[config.mk]
export PLATFORM = sky130hd
export DESIGN_NAME = tour_cmd_seq
export DESIGN_NICKNAME = d
export VERILOG_FILES = /design/src/rtl/tour_cmd_seq.sv
export SDC_FILE = /design/constraint.sdc
export NUM_CORES = 1
export LEC_CHECK = 0
export BUFFER_PORTS_ARGS = -buffer_cell sky130_fd_sc_hd__buf_2
export CORE_UTILIZATION = 52
export DETAILED_ROUTE_END_ITERATION = 10
export GPL_TIMING_DRIVEN = 0
export PLACE_DENSITY_LB_ADDON = 0.2
export SLEW_MARGIN = 20
export SYNTH_ARGS = -nofsm -noshare
export SYNTH_HDL_FRONTEND = slang
export SYNTH_SLANG_ARGS = --single-unit
[constraint.sdc]
create_clock -name clk -period 3.7 [get_ports clk]
set_clock_uncertainty 0.2 [all_clocks]
set_input_delay 0.74 -clock clk [delete_from_list [all_inputs] [get_ports clk]]
set_output_delay 0.74 -clock clk [all_outputs]
set_load 0.05 [all_outputs]
[src/rtl/tour_cmd_seq.sv]
// Knight-tour command sequencer: owns the cmd_proc command path while a tour runs,
// turning each one-hot L-move into a vertical leg followed by a horizontal leg.
module tour_cmd_seq #(
  parameter int unsigned NUM_MOVES = 24,
  parameter int unsigned IDX_W     = (NUM_MOVES > 1) ? $clog2(NUM_MOVES) : 1,
  parameter int unsigned FANFARE   = 1,
  parameter logic [7:0]  RESP_DONE = 8'hA5,
  parameter logic [7:0]  RESP_BUSY = 8'h5A
) (
  input  logic             clk,
  input  logic             rst_n,
  input  logic             start_tour,
  input  logic [7:0]       move,
  output logic [IDX_W-1:0] mv_indx,
  input  logic [15:0]      cmd_UART,
  input  logic             cmd_rdy_UART,
  input  logic             clr_cmd_rdy,
  input  logic             send_resp,
  output logic [15:0]      cmd,
  output logic             cmd_rdy,
  output logic             clr_cmd_rdy_UART,
  output logic [7:0]       resp,
  output logic             tour_active,
  output logic             tour_done,
  output logic             tour_abort,
  output logic             move_err
);

  localparam logic [2:0] ST_IDLE   = 3'd0;
  localparam logic [2:0] ST_LOAD   = 3'd1;
  localparam logic [2:0] ST_VERT   = 3'd2;
  localparam logic [2:0] ST_WAIT_V = 3'd3;
  localparam logic [2:0] ST_HORZ   = 3'd4;
  localparam logic [2:0] ST_WAIT_H = 3'd5;

  localparam logic [3:0] OP_MOVE = 4'h2;
  localparam logic [3:0] OP_FAN  = 4'h3;
  localparam logic [7:0] HDG_N   = 8'h00;
  localparam logic [7:0] HDG_W   = 8'h3F;
  localparam logic [7:0] HDG_S   = 8'h7F;
  localparam logic [7:0] HDG_E   = 8'hBF;

  localparam logic [IDX_W-1:0] LAST_IDX = IDX_W'(NUM_MOVES - 1);

  logic [2:0]       state_q, state_d;
  logic [IDX_W-1:0] idx_q, idx_d;
  logic [7:0]       move_q, move_d;
  logic             abort_pend_q, abort_pend_d;
  logic             done_q, done_d;
  logic             abort_q, abort_d;
  logic             err_q, err_d;

  logic [7:0]  v_hdg, h_hdg;
  logic [3:0]  v_sq, h_sq;
  logic        is_last_c, fanfare_c, abort_eff_c;
  logic [15:0] vert_cmd_c, horz_cmd_c;

  always_ff @(posedge clk or negedge rst_n) begin
    if (!rst_n) begin
      state_q      <= ST_IDLE;
      idx_q        <= '0;
      move_q       <= '0;
      abort_pend_q <= 1'b0;
      done_q       <= 1'b0;
      abort_q      <= 1'b0;
      err_q        <= 1'b0;
    end else begin
      state_q      <= state_d;
      idx_q        <= idx_d;
      move_q       <= move_d;
      abort_pend_q <= abort_pend_d;
      done_q       <= done_d;
      abort_q      <= abort_d;
      err_q        <= err_d;
    end
  end

  // Split the latched L-move into its vertical and horizontal legs
  always_comb begin
    v_hdg = HDG_N;
    v_sq  = 4'd0;
    h_hdg = HDG_N;
    h_sq  = 4'd0;
    case (move_q)
      8'h01: begin v_hdg = HDG_N; v_sq = 4'd2; h_hdg = HDG_W; h_sq = 4'd1; end
      8'h02: begin v_hdg = HDG_N; v_sq = 4'd2; h_hdg = HDG_E; h_sq = 4'd1; end
      8'h04: begin v_hdg = HDG_N; v_sq = 4'd1; h_hdg = HDG_W; h_sq = 4'd2; end
      8'h08: begin v_hdg = HDG_S; v_sq = 4'd1; h_hdg = HDG_W; h_sq = 4'd2; end
      8'h10: begin v_hdg = HDG_S; v_sq = 4'd2; h_hdg = HDG_W; h_sq = 4'd1; end
      8'h20: begin v_hdg = HDG_S; v_sq = 4'd2; h_hdg = HDG_E; h_sq = 4'd1; end
      8'h40: begin v_hdg = HDG_S; v_sq = 4'd1; h_hdg = HDG_E; h_sq = 4'd2; end
      8'h80: begin v_hdg = HDG_N; v_sq = 4'd1; h_hdg = HDG_E; h_sq = 4'd2; end
      default: ;
    endcase
  end

  // A UART command arriving alongside the final send_resp still ends the tour
  assign is_last_c   = (idx_q == LAST_IDX);
  assign abort_eff_c = abort_pend_q | cmd_rdy_UART;
  assign fanfare_c   = (FANFARE == 1) || ((FANFARE == 2) && is_last_c);
  assign vert_cmd_c  = {OP_MOVE, v_hdg, v_sq};
  assign horz_cmd_c  = {(fanfare_c ? OP_FAN : OP_MOVE), h_hdg, h_sq};

  always_comb begin
    state_d          = state_q;
    idx_d            = idx_q;
    move_d           = move_q;
    abort_pend_d     = abort_pend_q;
    done_d           = 1'b0;
    abort_d          = 1'b0;
    err_d            = 1'b0;
    cmd              = vert_cmd_c;
    cmd_rdy          = 1'b0;
    clr_cmd_rdy_UART = 1'b0;
    resp             = RESP_BUSY;

    if ((state_q != ST_IDLE) && cmd_rdy_UART) abort_pend_d = 1'b1;

    case (state_q)
      ST_IDLE: begin
        cmd              = cmd_UART;
        cmd_rdy          = cmd_rdy_UART;
        clr_cmd_rdy_UART = clr_cmd_rdy;
        resp             = RESP_DONE;
        abort_pend_d     = 1'b0;
        if (start_tour) begin
          state_d = ST_LOAD;
          idx_d   = '0;
        end
      end
      ST_LOAD: begin
        move_d = move;
        if ($onehot(move)) begin
          state_d = ST_VERT;
        end else begin
          state_d      = ST_IDLE;
          err_d        = 1'b1;
          abort_d      = 1'b1;
          abort_pend_d = 1'b0;
        end
      end
      ST_VERT: begin
        cmd_rdy = 1'b1;
        if (clr_cmd_rdy) state_d = ST_WAIT_V;
      end
      ST_WAIT_V: begin
        if (send_resp) state_d = ST_HORZ;
      end
      ST_HORZ: begin
        cmd     = horz_cmd_c;
        cmd_rdy = 1'b1;
        if (clr_cmd_rdy) state_d = ST_WAIT_H;
      end
      ST_WAIT_H: begin
        cmd = horz_cmd_c;
        if (is_last_c || abort_eff_c) resp = RESP_DONE;
        if (send_resp) begin
          if (abort_eff_c) begin
            state_d      = ST_IDLE;
            abort_d      = 1'b1;
            abort_pend_d = 1'b0;
          end else if (is_last_c) begin
            state_d      = ST_IDLE;
            done_d       = 1'b1;
            abort_pend_d = 1'b0;
          end else begin
            state_d = ST_LOAD;
            idx_d   = idx_q + IDX_W'(1);
          end
        end
      end
      default: state_d = ST_IDLE;
    endcase
  end

  assign mv_indx     = idx_q;
  assign tour_active = (state_q != ST_IDLE);
  assign tour_done   = done_q;
  assign tour_abort  = abort_q;
  assign move_err    = err_q;

endmodule
==> results by group, run 1 <==
Timing
  • Hold Vio Cnt, Final: 0
  • Fin Hold WS: 158 ps
  • Min Tclk post-route: roughly 3600 ps
  • Max_slew headroom: 37.9%
  • Final Setup Violations: 0
  • Final worst slack: 122 ps
  • Slew Limit Fails: 0
  • Fmax: 279 MHz
  • Crit share post-route: 96.7%
  • Slew at the pin with the worst max-slew slack: 925 ps

Final layout
  • Post-route cell area: 1980 um^2
  • Reg area: 500 um^2
  • Nets@finish: 282
  • Share of cells above drive strength 1: 40.7%
  • Area of the multi-input gates: about 900 um^2
  • Antenna Cells: 0
  • Syn-to-layout area delta: 26.5%
  • Non-Filler Instances: between 200 and 300
  • Filler Cell Count: 253

Critical path
  • CP Cell Sequence: buf_2, inv_2, fa_1, fa_1, fa_1, inv_2, ha_4, inv_2, fa_2, a211oi_2, mux2i_1, or3_1, a21oi_1
  • Critical path required time: 3740 ps
  • Largest stage delay, worst path: 550 ps
  • WP data arrival: 3620 ps
  • Slowest cell on crit path: fa_1
  • Startpoint type of the worst setup path: primary input
  • Crit path max-delay family: adder cells
  • Buf+Inv Stages, Crit Path: 4
  • Worst setup path category: in2reg
  • Crit end category: flop
  • Crit Path Max Fanout: 2

Die
  • Die Ht: 56.9 um
  • Chip width: approximately 57 um
  • Std-Cell Rows: 19
  • Io pins: 65
  • Core Footprint: 2810 um^2
  • Die area: 3240 um^2
  • Starting density of the core: 55.9%

GRT
  • Initial antenna violation count: 0
  • Via count of the first global-routing pass: 1,374
  • Largest net degree at the start of global routing: 21
  • GRT overflow: 0
  • Total GRT Usage: 23.7%
  • First-pass GRT wire length: 6150 um

Flow run
  • Max-cap violation count: 0

Logic synthesis
  • Post-synth EDFFs: 0
  • Register area share after synthesis: 31.9%
  • Post-synth ARST share: 100%
  • Cell variety after synth: 47
  • Post-synthesis cell area: 1570 um^2
  • #FFs+latches synth: 20
  • Main synth FF type: dfrtp_1
  • Synth Area per Inst: between 8 and 9 um^2
  • Synth area leaders: dfrtp_1 (32%), mux2_2 (5.7%), fa_1 (5.1%), a21o_1 (3.8%), nor2_1 (3.8%)
  • Yosys top cell by area: dfrtp_1
  • Top-area cell type share of the netlist area: 31.9%
  • Yosys Warn Count: 0
  • Syn nets: 213
  • Cells after Synth: 175

Drt
  • Drt initial violations: 49
  • Pre-antenna DRT Iters: 7
  • Routed len/inst: between 10 and 15 um
  • Avg Vias per Cell: 5.44
  • Final wirelength: 3690 um
  • Via count: 1,490
  • # DRC: 6
  • Final ANT Viol Nets: 0

Min path
  • HP Class: in2async

Clock network
  • Clk slew on worst S/H paths: 120 ps
  • Num CTS Buffers: 3
  • Clock buffer depth: 2
  • Clock root cell: clkbuf_4
  • CTS Sinks: 20
  • TritonCTS clock tree: yes
  • Clk Latency, worst-skew pair: 300 ps
  • Setup Fix Bufs, Post-CTS: 0
  • H-tree depth: 1

Placement
  • Dpl ws: -299 ps
  • Dpl hpwl: 2880 um
  • Gpl congestion: 0.780
  • I/O Buffers: between 60 and 70
  • Inst Count DP: 270
  • DP Area: 1930 um^2

Run status
  • Violated checks: design-rule violations
  • Status: finished, violations left
routing by layer:
metal | vias to the layer above | part of all wire [%] | GRT usage (%)
met2 | 37 | 51 | 40.8
met1 | 706 | 45 | 30.7
met4 | 0 | 0.49 | 7.32
met3 | 4 | 3.5 | 3.69
li1 | 743 | - | -
met5 | - | 0 | 0
layout make-up:
cell class / count / area share, %
Multi-Input combinational cell: 126 / 46.3
Sequential cell: 20 / 25.2
Timing Repair Buffer: 64 / 16.2
Buffer: 14 / 5.68
Inverter: 15 / 2.84
Tap cell: 31 / 1.96
Clock buffer: 4 / 1.83
worst paths after layout:
check                                 from            to  slack, ps  cells past startpoint
worst max-delay path               move[0]    state_q[1]        120                     13
worst min-delay path                 rst_n  abort_pend_q        160                      1
worst max register to register  state_q[2]    mv_indx[3]       1570                      4
worst min register to register  mv_indx[4]    mv_indx[4]        330                      1
max in group asynchronous            rst_n     move_q[1]       2830                      1
min in group clk                mv_indx[4]    mv_indx[4]        330                      1
worst reg2reg max path: stages, from the launching register on:
cell      delay, ps
dfrtp_1         400
buf_6           140
nor3_1          760
clkbuf_1        390
a21oi_1         120
sequential cells by signal (all words and copies together), names as in the netlist:
signal        cells
state_q           3
tour_abort        1
move_q            8
abort_pend_q      1
mv_indx           5
move_err          1
tour_done         1
layout by cell type, fill, tap and decap left out, drive strengths merged, types with 2 or more instances in the layout:
master,count
a21oi,8
dfrtp,20
mux2,8
nor3,3
nor2b,2
nand3b,4
nand4,2
a211oi,3
nand3,2
and2,6
a21o,8
or3,2
nand2,15
fa,4
clkbuf,7
nand2b,3
buf,75
ha,4
inv,15
nor4,4
xor2,2
o21ai,6
nor2,16
mux2i,2
or2,3
or4b,2
logic make-up after synthesis:
| group | share of synthesized area [%] |
|---|---|
| AO/OA/AOI/OAI | 16.1 |
| XOR/XNOR | 1.68 |
| AND/OR/NAND/NOR | 24.2 |
| adder cells (fa/ha/maj) | 8.30 |
| flip-flops | 31.9 |
| buffers and inverters | 10.8 |
| multiplexers | 7.02 |
Yosys cell counts, types with 3 or more instances:
library cell,instances
inv_1,15
and2_1,6
o21ai_0,6
ha_1,4
a21oi_1,8
nand2b_1,3
nand3b_1,4
buf_4,6
clkbuf_1,3
dfrtp_1,20
nor2_1,16
nor3_1,3
mux2_2,8
nand2_1,15
nor4_1,3
fa_1,4
buf_6,5
a21o_1,8
metrics by stage:
stage	utilization [%]	TNS [ps]
2_1_floorplan	-	-54.2
3_3_place_gp	69.0	-694
3_5_place_dp	69.0	-983
4_1_cts	70.2	0
5_1_grt	70.7	-2.98
6_report	70.7	0
what timing repair did:
item / CTS / global route
gates resized for setup: 0 / 5
setup endpoints to repair: 0 / 4
hold buffers: 0 / 0
Power of run 1 is left out: the tool's default activity adds up to more than one toggle a clock period on the data nets, which glitch-free logic cannot reach.
==> run 2, diff against run 1 <==
==> constraint.sdc (replaced) <==
create_clock -name clk -period 3.7 [get_ports clk]
set_clock_uncertainty 0.2 [all_clocks]
set_input_delay 0.37 -clock clk [delete_from_list [all_inputs] [get_ports clk]]
set_output_delay 0.37 -clock clk [all_outputs]
set_load 0.05 [all_outputs]
==> run 2 against run 1 <==
The flow still finishes with violations (design-rule violations). Final area up 0.32%. Clock-buffer cell count down 1. Via count down 0.20%. Final cell count up 0.36%. Die area unchanged. Flip-flop and latch count unchanged. Utilization up 0.22 points. Non-clock buffer count up 1. Register-to-register slack better by 40 ps. Routed wire length down 5.7%. First-iteration DRC count up 8.2%. Critical path type unchanged. Highest routed layer unchanged.
==> results by group, run 2 (same netlist as run 1, synthesis figures left out) <==
Timing
  • Crit share post-route: 91.2% (was 96.7%)
  • Slew Limit Fails: 0 (unchanged)
  • Fmax: 296 MHz (was 279 MHz)
  • Slew at the pin with the worst max-slew slack: 926 ps (was 925 ps)
  • Final worst slack: 327 ps (was 122 ps)
  • Max_slew headroom: 37.8% (was 37.9%)
  • Hold Vio Cnt, Final: 0 (unchanged)
  • Final Setup Violations: 0 (unchanged)
  • Min Tclk post-route: 3370 ps (was 3580 ps)
  • RSZ-0062 raised after global routing: false

Min path
  • HP Class: in2reg (was in2async)

Critical path
  • Crit end category: flop (unchanged)
  • Worst reg2reg path endpoint: mv_indx[3] (unchanged)
  • WP data arrival: 3440 ps (was 3620 ps)
  • Crit path to: state_q[1] (unchanged)
  • R2R depth: 6 (was 4)
  • Critical path required time: 3760 ps (was 3740 ps)
  • Worst setup path category: in2reg (unchanged)
  • Reg2reg start: mv_indx[0] (was state_q[2])
  • Startpoint type of the worst setup path: primary input (unchanged)
  • FF-to-FF setup slack: 1610 ps (was 1570 ps)
  • Crit Path Max Fanout: 2 (unchanged)
  • CP startpoint: move[0] (unchanged)

Clock network
  • Clk slew on worst S/H paths: 130 ps (was 120 ps)
  • TritonCTS clock tree: yes (unchanged)
  • Num CTS Buffers: 3 (unchanged)
  • CTS Sinks: 20 (unchanged)
  • Clock root cell: clkbuf_4 (unchanged)
  • H-tree depth: 1 (unchanged)
  • Clock buffer depth: 2 (unchanged)
  • Hold-fix buffers, CTS: 1 (was 0)
  • Setup Fix Bufs, Post-CTS: 0 (unchanged)
  • Clk Latency, worst-skew pair: 320 ps (was 300 ps)
  • CTS-repair resized insts: 0 (unchanged)

Run status
  • Violated checks: design-rule violations (unchanged)
  • Status: finished, violations left (unchanged)

Drt
  • Pre-antenna DRT Iters: 7 (unchanged)
  • Final wirelength: 3480 um (was 3690 um)
  • # DRC: 6 (unchanged)
  • Final ANT Viol Nets: 0 (unchanged)
  • Via count: 1,487 (was 1,490)
  • Routed len/inst: 12.7 um (was 13.5 um)
  • Drt initial violations: 53 (was 49)
  • Avg Vias per Cell: 5.41 (was 5.44)

Placement
  • Gpl congestion: 0.807 (was 0.780)
  • I/O Buffers: 64 (unchanged)
  • Inst Count DP: 270 (unchanged)
  • DP Area: 1930 um^2 (about the same)
  • Dpl hpwl: 2790 um (was 2880 um)
  • Dpl ws: -58.5 ps (was -299 ps)

Flow run
  • Max-cap violation count: 0 (unchanged)

Die
  • Chip width: 56.9 um (unchanged)
  • Die area: 3240 um^2 (unchanged)
  • Die Ht: 56.9 um (unchanged)
  • Io pins: 65 (unchanged)
  • Core Footprint: 2810 um^2 (unchanged)
  • Std-Cell Rows: 19 (unchanged)
  • Starting density of the core: 55.9% (unchanged)

GRT
  • Total GRT Usage: 23.4% (was 23.7%)
  • GRT overflow: 0 (unchanged)
  • Initial antenna violation count: 0 (unchanged)
  • Largest net degree at the start of global routing: 21 (unchanged)
  • First-pass GRT wire length: 5870 um (was 6150 um)
  • Via count of the first global-routing pass: 1,354 (was 1,374)

Final layout
  • Share of cells above drive strength 1: 38.1% (was 40.7%)
  • Post-route cell area: 1990 um^2 (was 1980 um^2)
  • Commonest non-fill, non-tap cell in the layout: buf_2 (unchanged)
  • Antenna Cells: 0 (unchanged)
  • Non-Filler Instances: 275 (was 274)
  • Most frequent cells in the layout: buf_2 (64), dfrtp_1 (20), nor2_1 (16) (unchanged)
  • Biggest register: move_q (unchanged)
  • Syn-to-layout area delta: 26.9% (was 26.5%)
  • Nets@finish: 283 (was 282)
  • Number of flip-flops in the largest register: 8 (unchanged)
[run 2: per-layer routing]
| metal | track usage, % | vias to the layer above | part of all wire [%] |
|---|---|---|---|
| met1 | 30.5 | 713 | 46 |
| met2 | 38.8 | 25 | 50 |
| li1 | - | 743 | - |
| met4 | 8.36 | 0 | 1.3 |
| met5 | 0 | - | 0 |
| met3 | 4.38 | 6 | 2.8 |
[run 2: final cells by class]
cell class / count / area (um^2)
Multi-Input combinational cell: 126 / 898
Fill cell: 249 / 816
Sequential cell: 20 / 500
Timing Repair Buffer: 65 / 330
Buffer: 14 / 113
Inverter: 15 / 56.3
Tap cell: 31 / 38.8
Clock inverter: 1 / 30.0
Clock buffer: 3 / 22.5
[run 2: how the worst min path moves through the flow]
| stage | end | cells after the start | startpoint | slack (ps) |
|---|---|---|---|---|
| after floorplan | abort_pend_q | 0 | rst_n | -130 |
| after global placement | state_q[2] | 1 | rst_n | 140 |
| after detailed placement | state_q[2] | 1 | rst_n | 140 |
| after CTS | mv_indx[3] | 2 | start_tour | 20 |
| after global routing | mv_indx[3] | 2 | start_tour | 20 |
| final | mv_indx[3] | 2 | start_tour | 20 |
[run 2: critical path, stage by stage]
cell,delay (ps)
buf_2,90
inv_1,50
fa_1,540
fa_1,440
fa_1,440
inv_1,70
ha_1,170
inv_1,60
fa_1,380
a211oi_1,230
mux2i_1,130
or3_1,350
a21oi_1,120
[run 2: metrics by stage]
stage | TNS, ps | hold WS (ps) | utilization (%)
2_1_floorplan | 0 | -126 | -
3_3_place_gp | 0 | 138 | 68.7
3_5_place_dp | -63.5 | 141 | 68.7
4_1_cts | 0 | 20.9 | 70.9
5_1_grt | 0 | 15.8 | 70.9
6_report | 0 | 20.8 | 70.9
Power of run 2 is left out for the same reason.
